**src/rtl/tlc_pkg.sv**
```systemverilog
// Shared types, lamp codes, default timing and helpers for the traffic
// light monitor.
package tlc_pkg;

    // Lamp codes as driven on each 3-bit approach bus
    localparam logic [2:0] GREEN  = 3'b001;
    localparam logic [2:0] YELLOW = 3'b010;
    localparam logic [2:0] RED    = 3'b100;

    // Default controller terminal counts (dwell = count + 1)
    localparam int TY_DEF  = 7;
    localparam int TR_DEF  = 2;
    localparam int TYY_DEF = 5;
    localparam int TRR_DEF = 3;

    typedef enum logic [2:0] {
        S1      = 3'd0,
        S2      = 3'd1,
        S3      = 3'd2,
        S4      = 3'd3,
        S5      = 3'd4,
        S6      = 3'd5,
        PH_NONE = 3'd7
    } phase_t;

    typedef enum logic [2:0] {
        FC_NONE     = 3'd0,
        FC_ENCODING = 3'd1,
        FC_CONFLICT = 3'd2,
        FC_SEQUENCE = 3'd3,
        FC_SHORT    = 3'd4,
        FC_OVERSTAY = 3'd5
    } fault_code_t;

    typedef enum logic [1:0] {
        ST_UNLOCKED = 2'd0,
        ST_TRACK    = 2'd1,
        ST_FAULT    = 2'd2
    } state_t;

    // True when a lamp bus carries exactly one of the three legal codes
    function automatic logic lamp_legal(input logic [2:0] code);
        return (code == GREEN) || (code == YELLOW) || (code == RED);
    endfunction

    // Controller phase order; S6 wraps back to S1
    function automatic phase_t next_phase(input phase_t ph);
        case (ph)
            S1:      return S2;
            S2:      return S3;
            S3:      return S4;
            S4:      return S5;
            S5:      return S6;
            S6:      return S1;
            default: return PH_NONE;
        endcase
    endfunction

    // Number of cycles the controller holds each phase
    function automatic logic [3:0] expected_dwell(input phase_t ph, input int ty,
                                                  input int tr, input int tyy,
                                                  input int trr);
        case (ph)
            S1, S5:  return 4'(ty + 1);
            S2, S6:  return 4'(tr + 1);
            S3:      return 4'(tyy + 1);
            S4:      return 4'(trr + 1);
            default: return 4'd0;
        endcase
    endfunction

endpackage

```
**src/rtl/tlc_light_monitor_if.sv**
```systemverilog
// Lamp buses from the controller plus the monitor's status outputs.
interface tlc_light_monitor_if;

    logic [2:0] L2R;
    logic [2:0] D2R;
    logic [2:0] L2D;
    logic [2:0] R2LandR2D;
    logic       clr;

    logic [2:0] phase;
    logic [3:0] dwell;
    logic       locked;
    logic       fault;
    logic [2:0] fault_code;
    logic       cycle_done;

    // Controller / host side: drives lamps and clr, observes status
    modport master (
        output L2R, D2R, L2D, R2LandR2D, clr,
        input  phase, dwell, locked, fault, fault_code, cycle_done
    );

    // Monitor side
    modport slave (
        input  L2R, D2R, L2D, R2LandR2D, clr,
        output phase, dwell, locked, fault, fault_code, cycle_done
    );

endinterface

```
**src/rtl/tlc_pattern_decode.sv**
```systemverilog
// Combinational decode of the four lamp buses into a phase index plus
// encoding-error and conflicting-green flags.
module tlc_pattern_decode
    import tlc_pkg::*;
(
    input  logic [2:0] l2r,
    input  logic [2:0] r2l_r2d,
    input  logic [2:0] l2d,
    input  logic [2:0] d2r,
    output phase_t     phase,
    output logic       enc_err,
    output logic       conflict
);

    // Map the lamp pattern (L2R, R2LandR2D, L2D, D2R) to a phase index
    always_comb begin
        // NOTE: every output gets a default first so no path can infer a latch.
        phase = PH_NONE;
        case ({l2r, r2l_r2d, l2d, d2r})
            {GREEN,  GREEN,  RED,    RED   }: phase = S1;
            {GREEN,  YELLOW, RED,    RED   }: phase = S2;
            {GREEN,  RED,    GREEN,  RED   }: phase = S3;
            {YELLOW, RED,    YELLOW, RED   }: phase = S4;
            {RED,    RED,    RED,    GREEN }: phase = S5;
            {RED,    RED,    RED,    YELLOW}: phase = S6;
            default:                          phase = PH_NONE;
        endcase
    end

    // Flag illegal lamp codes and crossing traffic released together
    always_comb begin
        enc_err  = !lamp_legal(l2r) || !lamp_legal(r2l_r2d) ||
                   !lamp_legal(l2d) || !lamp_legal(d2r);
        conflict = ((r2l_r2d != RED) && (l2d != RED)) ||
                   ((d2r != RED) &&
                    ((l2r != RED) || (r2l_r2d != RED) || (l2d != RED)));
    end

endmodule

```
**src/rtl/tlc_light_monitor.sv**
```systemverilog
// Safety monitor for the four-approach traffic light controller: decodes
// the lamp buses each cycle, checks phase order and dwell length, and
// latches a sticky fault code on the first unsafe or out-of-spec sample.
module tlc_light_monitor
    import tlc_pkg::*;
#(
    parameter int TY  = TY_DEF,
    parameter int TR  = TR_DEF,
    parameter int TYY = TYY_DEF,
    parameter int TRR = TRR_DEF
)
(
    input  logic                 clk,
    input  logic                 rst,
    tlc_light_monitor_if.slave   bus
);

    phase_t      dec_phase;
    logic        enc_err;
    logic        conflict;

    state_t      state_q, state_d;
    phase_t      phase_q;
    logic [3:0]  dwell_q, dwell_d;
    fault_code_t code_q, code_d;
    fault_code_t hard_code;
    logic        done_q, done_d;

    tlc_pattern_decode u_decode (
        .l2r      (bus.L2R),
        .r2l_r2d  (bus.R2LandR2D),
        .l2d      (bus.L2D),
        .d2r      (bus.D2R),
        .phase    (dec_phase),
        .enc_err  (enc_err),
        .conflict (conflict)
    );

    // Lamp-level faults checked in every state; conflict outranks encoding
    always_comb begin
        hard_code = FC_NONE;
        if (conflict)     hard_code = FC_CONFLICT;
        else if (enc_err) hard_code = FC_ENCODING;
    end

    // Dwell counter: restarts at 1 on any phase change, saturates at 15
    always_comb begin
        if (dec_phase != phase_q) dwell_d = 4'd1;
        else if (dwell_q == 4'd15) dwell_d = 4'd15;
        else                       dwell_d = dwell_q + 4'd1;
    end

    // Next-state, fault latch and cycle-complete pulse
    always_comb begin
        state_d = state_q;
        code_d  = code_q;
        done_d  = 1'b0;
        case (state_q)
            ST_UNLOCKED: begin
                if (hard_code != FC_NONE) begin
                    state_d = ST_FAULT;
                    code_d  = hard_code;
                end else if (phase_q != PH_NONE && dec_phase != PH_NONE &&
                             dec_phase != phase_q) begin
                    // First legal-to-legal edge: dwell before it is unknown
                    state_d = ST_TRACK;
                end
            end
            ST_TRACK: begin
                if (hard_code != FC_NONE) begin
                    state_d = ST_FAULT;
                    code_d  = hard_code;
                end else if (dec_phase == PH_NONE) begin
                    state_d = ST_FAULT;
                    code_d  = FC_SEQUENCE;
                end else if (dec_phase == phase_q) begin
                    if (dwell_d > expected_dwell(dec_phase, TY, TR, TYY, TRR)) begin
                        state_d = ST_FAULT;
                        code_d  = FC_OVERSTAY;
                    end
                end else if (dec_phase == next_phase(phase_q)) begin
                    if (dwell_q != expected_dwell(phase_q, TY, TR, TYY, TRR)) begin
                        state_d = ST_FAULT;
                        code_d  = FC_SHORT;
                    end else if (phase_q == S6) begin
                        done_d = 1'b1;
                    end
                end else begin
                    state_d = ST_FAULT;
                    code_d  = FC_SEQUENCE;
                end
            end
            ST_FAULT: begin
                // A fault present in the clearing sample is latched afresh
                if (bus.clr) begin
                    if (hard_code != FC_NONE) begin
                        code_d = hard_code;
                    end else begin
                        state_d = ST_UNLOCKED;
                        code_d  = FC_NONE;
                    end
                end
            end
            default: begin
                state_d = ST_UNLOCKED;
                code_d  = FC_NONE;
            end
        endcase
    end

    // State, tracking and status registers with synchronous reset
    always_ff @(posedge clk) begin
        // NOTE: non-blocking assignments so every register samples pre-edge values.
        if (rst) begin
            state_q <= ST_UNLOCKED;
            phase_q <= PH_NONE;
            dwell_q <= 4'd0;
            code_q  <= FC_NONE;
            done_q  <= 1'b0;
        end else begin
            state_q <= state_d;
            phase_q <= dec_phase;
            dwell_q <= dwell_d;
            code_q  <= code_d;
            done_q  <= done_d;
        end
    end

    assign bus.phase      = phase_q;
    assign bus.dwell      = dwell_q;
    assign bus.locked     = (state_q == ST_TRACK);
    assign bus.fault      = (state_q == ST_FAULT);
    assign bus.fault_code = code_q;
    assign bus.cycle_done = done_q;

endmodule
```
**src/flat_wrapper.sv**
```systemverilog
// flat-port wrapper written by rule: the top's interface ports become plain ports
module tlc_light_monitor_flat import tlc_pkg::*;
#(
    parameter int TY  = TY_DEF,
    parameter int TR  = TR_DEF,
    parameter int TYY = TYY_DEF,
    parameter int TRR = TRR_DEF
)
  (clk, rst, bus_L2R, bus_D2R, bus_L2D, bus_R2LandR2D, bus_clr, bus_phase, bus_dwell, bus_locked, bus_fault, bus_fault_code, bus_cycle_done);
  tlc_light_monitor_if bus_i ();
  input  logic clk;
  input  logic rst;
  input wire logic [$bits(bus_i.L2R)-1:0] bus_L2R;
  input wire logic [$bits(bus_i.D2R)-1:0] bus_D2R;
  input wire logic [$bits(bus_i.L2D)-1:0] bus_L2D;
  input wire logic [$bits(bus_i.R2LandR2D)-1:0] bus_R2LandR2D;
  input wire logic [$bits(bus_i.clr)-1:0] bus_clr;
  output wire logic [$bits(bus_i.phase)-1:0] bus_phase;
  output wire logic [$bits(bus_i.dwell)-1:0] bus_dwell;
  output wire logic [$bits(bus_i.locked)-1:0] bus_locked;
  output wire logic [$bits(bus_i.fault)-1:0] bus_fault;
  output wire logic [$bits(bus_i.fault_code)-1:0] bus_fault_code;
  output wire logic [$bits(bus_i.cycle_done)-1:0] bus_cycle_done;
  assign bus_i.L2R = bus_L2R;
  assign bus_i.D2R = bus_D2R;
  assign bus_i.L2D = bus_L2D;
  assign bus_i.R2LandR2D = bus_R2LandR2D;
  assign bus_i.clr = bus_clr;
  assign bus_phase = bus_i.phase;
  assign bus_dwell = bus_i.dwell;
  assign bus_locked = bus_i.locked;
  assign bus_fault = bus_i.fault;
  assign bus_fault_code = bus_i.fault_code;
  assign bus_cycle_done = bus_i.cycle_done;
  tlc_light_monitor #(.TY(TY), .TR(TR), .TYY(TYY), .TRR(TRR)) u_core (.clk(clk), .rst(rst), .bus(bus_i));
endmodule
```
**config.mk**
```make
export PLATFORM = sky130hd
export DESIGN_NAME = tlc_light_monitor_flat
export DESIGN_NICKNAME = d
export VERILOG_FILES = /design/src/rtl/tlc_pkg.sv /design/src/rtl/tlc_light_monitor_if.sv /design/src/rtl/tlc_pattern_decode.sv /design/src/rtl/tlc_light_monitor.sv /design/src/flat_wrapper.sv
export SDC_FILE = /design/constraint.sdc
export NUM_CORES = 1
export LEC_CHECK = 0
export CAP_MARGIN = 20
export CELL_PAD_IN_SITES_DETAIL_PLACEMENT = 1
export CELL_PAD_IN_SITES_GLOBAL_PLACEMENT = 1
export CORE_AREA = 2 2 67 63
export DETAILED_ROUTE_END_ITERATION = 8
export DIE_AREA = 0 0 69 65
export PLACE_DENSITY = 0.87
export SYNTH_ARGS = -nofsm -noshare
export SYNTH_HDL_FRONTEND = slang
export SYNTH_SLANG_ARGS = --single-unit
```
**constraint.sdc**
```tcl
create_clock -name clk -period 6.5 [get_ports clk]
set_clock_uncertainty 0.2 [all_clocks]
set_input_delay 1.95 -clock clk [delete_from_list [all_inputs] [get_ports clk]]
set_output_delay 1.95 -clock clk [all_outputs]
set_load 0.02 [all_outputs]
```
### Word-level counts from Yosys, hierarchy flattened

Index checks and enable logic that the tools add are counted.

| word-level totals | value |
|---|---|
| logic and storage cells | 133 |
| output and inout port bits | 13 |
| input bits | 15 |
| register bits | 13 |

| cells by class | value |
|---|---|
| bitwise operators | 2 |
| reductions and logical operators | 33 |
| equal/unequal tests | 48 |
| $add $sub $neg | 1 |
| mux-type cells | 43 |
| order comparisons | 1 |

Operator list:

| kind | number |
|---|---|
| $mux 4 | 11 |
| $mux 3 | 14 |
| $eq 12x10->1 const B | 3 |
| $pmux 3 s6 | 2 |
| $pmux 4 s4 | 2 |
| $eq 3x3->1 const B | 9 |
| $eq 12x12->1 const B | 2 |
| $eq 3x2->1 const B | 8 |
| $mux 2 | 10 |
| $eq 3x1->1 const B | 6 |
| $ne 3x3->1 const B | 6 |
| $logic_or 1x1->1 | 14 |
| $eq 12x11->1 const B | 1 |
| $pmux 3 s3 | 1 |
| $reduce_or 2->1 | 4 |
| $reduce_or 7->1 | 1 |
| $eq 3x3->1 | 2 |
| $logic_not 3->1 | 2 |
| $ne 6x3->1 const B | 1 |
| $pmux 2 s3 | 1 |
| $ne 5x3->1 const B | 1 |
| $reduce_and 5->1 | 1 |
| $add 4x1->4 const B | 1 |
| $eq 4x4->1 const B | 1 |
| 15 further kinds | 24 |

### Depth between registers and ports, before layout

| logic depth | value |
|---|---|
| word-level depth | 25 |
| depth in mapped cells | 17 |
| depth with buffers taken out | 16 |

### Hierarchy

From an unflattened synthesis, not the netlist that was laid out.

| second synthesis, totals | value |
|---|---|
| cell total of the unflattened synthesis | 177 |
| area total of the unflattened synthesis | 1367.6 um2 |

By module, submodules not included:

| module | sequential area each (um2) | cells each | times used | area an instance (um2) |
|---|---|---|---|---|
| tlc_light_monitor | 260.2 | 141 | 1 | 1101.1 |
| tlc_pattern_decode | 0.0 | 36 | 1 | 266.5 |

### Least setup slack after synthesis

Ideal clock, no wire load.

| timing | value |
|---|---|
| path kind | input -> register |
| from | input port bus_R2LandR2D[0] |
| to | register u_core.code_q[0] (netlist: u_core.bus.fault_code[0]) |
| setup time | 61 ps |
| cell stages on the path | 16 |
| data required time | 6239 ps |
| path slack | 1049 ps |
| arrival time | 5190 ps |
| path buffers | 1 |
| cell sequence | buf_2 -> or4b_4 -> or4_1 -> nand3_1 -> a221oi_4 -> nor2_2 -> nor2_1 -> ha_1 -> nor2b_1 -> o21a_1 -> o21a_1 -> o21ai_0 -> o21bai_2 -> and3_4 -> a2111o_1 -> nand2_1 |

| between the ends | value |
|---|---|
| elaborated cells on any way between the ends | 56 |
| classes of those cells | order compare (1); eq/ne (22); mux (17); reduce/logical (16) |

RTL lines:

| element | line | source |
|---|---|---|
| from (decl) | flat_wrapper.sv:16 | `input wire logic [$bits(bus_i.R2LandR2D)-1:0] bus_R2LandR2D;` |
| $eq 12x12->1, or another cell as far along | tlc_pattern_decode.sv:19 | `case ({l2r, r2l_r2d, l2d, d2r})` |
| $pmux 3 s6 (*) | tlc_pattern_decode.sv:19 |  |
| $ne 3x3->1 (*) | tlc_light_monitor.sv:48 | `if (dec_phase != phase_q) dwell_d = 4'd1;` |
| $mux 4 (*) | tlc_light_monitor.sv:48 |  |
| net u_core.dwell_d[1] | tlc_light_monitor.sv:24 | `logic [3:0] dwell_q, dwell_d;` |
| $gt 4x4->1 (*) | tlc_light_monitor.sv:77 | `if (dwell_d > expected_dwell(dec_phase, TY, TR, TYY, TRR)) begin` |
| $ne 5x3->1 (no source line) (*) | - |  |
| $reduce_and 4->1 (no source line) (*) | - |  |
| to (signal assigned) | tlc_light_monitor.sv:124 | `code_q <= code_d;` |
| to (decl) | tlc_light_monitor.sv:25 | `fault_code_t code_q, code_d;` |

Mark *: on every way through the listed nets, which the timed path passes. The rest lies on a longest branch. The select of a mux whose other input is x is not followed.
A chain may end at the register's enable or synchronous reset.

### Worst setup path in the final report

| timing | value |
|---|---|
| from | input port bus_L2D[0] |
| to | register u_core.code_q[0] (netlist: u_core.bus.fault_code[0]) |

| between the ends | value |
|---|---|
| elaborated cells on any way between the ends | 54 |
| classes of those cells | order compare (1); eq/ne (22); mux (17); reduce/logical (14) |

RTL lines:

| element | line | source |
|---|---|---|
| from (decl) | flat_wrapper.sv:15 | `input wire logic [$bits(bus_i.L2D)-1:0] bus_L2D;` |
| $eq 12x12->1, or another cell as far along | tlc_pattern_decode.sv:19 |  |
| $pmux 3 s6 (*) | tlc_pattern_decode.sv:19 |  |
| $ne 3x3->1 (*) | tlc_light_monitor.sv:48 |  |
| $mux 4 (*) | tlc_light_monitor.sv:48 |  |
| net u_core.dwell_d[1] | tlc_light_monitor.sv:24 |  |
| $gt 4x4->1 (*) | tlc_light_monitor.sv:77 |  |
| $ne 5x3->1 (no source line) (*) | - |  |
| $reduce_and 4->1 (no source line) (*) | - |  |

Marks and branches as above.

==> out/results.ini <==
[worst_hold_path]
hp-start=u_core.state_q[1]
min_path_type=reg -> reg

[clock_network]
clock_latency_ns=0.25
clock_sinks=13
holdBufCountCts=0
cts_made_buffers=3
root_buffer=clkbuf_8
cts.repair.resized=0
cts_tree=yes
post_cts_buffers=0
clock_path_buffers=2
htree_levels=1
clk_pin_slew_ns=0.06

[die]
die_h_microns=65
die_w_microns=69
num_rows=22
dieArea_sq_mm=0.00449
pin_count=28
start_util_pct=35.4
core_region_area_sq_mm=0.00385

[power]
irDropWorstVdd_v=0.0000785
leakagePower_nw=0.639
powerDensity_mw_per_mm2=131

[flow_run]
maxCapViolCount=0

[logic_synthesis]
post-synth-top-count-cell=nor2_1
synth.area.top_cells=dfxtp_1 19%, nor2_1 5.8%, nand2_1 5.0%, ha_1 4.6%, a21oi_1 3.7%
synthCells=182
synth_top_area_share_pct=19.1
ys_ff_latch=13
ys_types=55
syn_nets=202
yosysSeqAreaShare_pct=19.1
synthFlopType=dfxtp_1
synth_area_sq_mm=0.00136
synth_edf_count=0
syn_avg_cell_area_sq_um=7.49
synthTopCellsByCount=21 x nor2_1, 18 x nand2_1, 13 x dfxtp_1, 10 x a21oi_1, 8 x nand3_1
yosysTopAreaCell=dfxtp_1
yosys_warnings=0
async_reset_ff_share_pct=0

[placed_design]
numPortBuffers=27
gp_congestion=0.794
dp_hpwl_microns=3490
dp_cells=250

[sta]
post-route-min-period_ns=6.14
slew_violations=0
rsz0062_at_grt=no
tns_ns=0
worst_slew_pin_slew_ns=0.780
fmax_mhz=163
hold_viol_final=0
maxSlewHeadroom_pct=48.0
period_share_pct=94.5
final-setup-viol-count=0

[critical_path]
slowest_delay_ns=0.59
worstPathMaxFanout=8
startpoint=bus_L2D[0]
reg2reg_slack_ns=2.51
critical_path_class=in -> reg
cp_slowest_cell=nor4bb_1
arrival_ns=6.13
crit_path_start_kind=input pin
crit_chain=clkdlybuf4s50_1, nor4bb_1, o2111a_1, inv_1, nand3_1, a221oi_4, nor2_2, nor2_1, ha_1, nor2b_1, o21a_1, o21a_1, o21ai_0, o21bai_2, and3_4, a2111o_1, nand2_1
endpoint=u_core.bus.fault_code[0]
r2r-start=u_core.bus.phase[2]
worst_path_most_repeated_cell=o21a_1
worst-path-buf-inv=2
endpoint_kind=flop
crit_required_ns=6.49
path_depth=17
reg2reg_depth=15
rr_endpoint=u_core.bus.fault_code[0]
worst_path_dominant_cell_family=simple AND/OR/NAND/NOR gates

[layout]
fin_cells=254
n_fill_cell=485
area_growth_pct=25.0
num_antenna_cells=0
drive_above_1_share_pct=6.80
nNetsFinal=227

[status]
status=finished, final reports clean

[detailed_routing]
routed_wl_microns=4430
final_antenna_net_count=0
drc=0
wl_per_cell_microns=17.4
drt_iter0_drc=73
vias_per_cell=6.15
first_pass_iters=4
via_count=1562

[global_routing]
grt-ovfl-total=0
antenna_found_initial=0
grt_max_degree=14
grt_pass1_wl_microns=7270
grt_pass1_vias=1542
track_usage_pct=19.8

-- through the flow --
stage	hold WS [ns]	power (mW)	area, sq um	setup WS, ns	utilization [%]
after floorplan	0.223	0.123	1360	1.05	-
after global placement	0.273	0.146	1660	0.371	43.0
after detailed placement	0.281	0.148	1660	0.145	43.0
after CTS	0.295	0.223	1700	0.387	44.2
after global routing	0.335	0.235	1700	0.108	44.2
final	0.292	0.222	1700	0.359	44.2
-- per-layer routing --
metal  track usage, %  vias to the layer above  part of all wire [%]
met5                0                        -                     0
met4             4.90                        0                   1.5
met3             4.20                       12                   4.1
met2             32.8                       46                    46
met1             26.3                      766                    49
li1                 -                      738                     -
-- layout by cell type, fill, tap and decap left out, types with 4 or more instances in the layout --
master / instances
nor2_1: 21
nor2b_1: 4
o21ai_0: 5
dfxtp_1: 13
nor4b_1: 4
nand2_1: 18
nor4bb_1: 4
clkdlybuf4s50_1: 27
nand3_1: 8
a31oi_1: 4
nor3_1: 6
nand4_1: 4
ha_1: 5
inv_1: 7
a21oi_1: 10
-- power by group --
| group | total [mW] | internal, mW | leakage [nW] | switching (mW) |
|---|---|---|---|---|
| logic | 0.0619 | 0.0293 | 0.510 | 0.0326 |
| clock network | 0.0748 | 0.0434 | 0.0228 | 0.0314 |
| registers | 0.0856 | 0.0823 | 0.106 | 0.00335 |
| total | 0.222 | 0.155 | 0.639 | 0.0673 |
-- worst register-to-register path: cells and delay by family (launching register included) --
kind	cells	cell delay, ns
buf+inv	1	0.15
flops	1	0.58
fa+ha+maj	1	0.30
simple gates	5	0.85
compound gates	8	1.87
-- state kept, by name (all words and copies together) (netlist names) --
| register | flops |
|---|---|
| u_core.state_q | 2 |
| u_core.bus.dwell | 4 |
| u_core.bus.fault_code | 3 |
| u_core.bus.phase | 3 |
| u_core.bus.cycle_done | 1 |
-- logic make-up after synthesis --
group           Yosys count  synth area share [%]
buf+inv                  14                  4.50
xor+xnor                  6                  3.86
compound gates           43                  23.8
fa+ha+maj                 5                  4.59
flops                    13                  19.1
simple gates            100                  43.3
mux                       1                 0.826
-- area by class of cell --
cell class                      instances  area (sq um)  area share [%]
Multi-Input combinational cell        155          1040            61.1
Timing Repair Buffer                   27           270            15.9
Sequential cell                        13           260            15.3
Tap cell                               48          60.1            3.53
Clock buffer                            4          45.0            2.65
Inverter                                7          26.3            1.54
-- how the worst min path moves through the flow --
| stage | end | slack [ns] | depth (start not counted) |
|---|---|---|---|
| global placement | u_core.state_q[0] | 0.27 | 1 |
| detailed placement | u_core.bus.fault_code[2] | 0.28 | 2 |
| finish | u_core.state_q[0] | 0.29 | 1 |
| global route | u_core.state_q[0] | 0.33 | 1 |
| floorplan | u_core.state_q[0] | 0.22 | 1 |
| CTS | u_core.bus.fault_code[2] | 0.30 | 2 |
No activity file was read; power rests on OpenSTA's default activity.
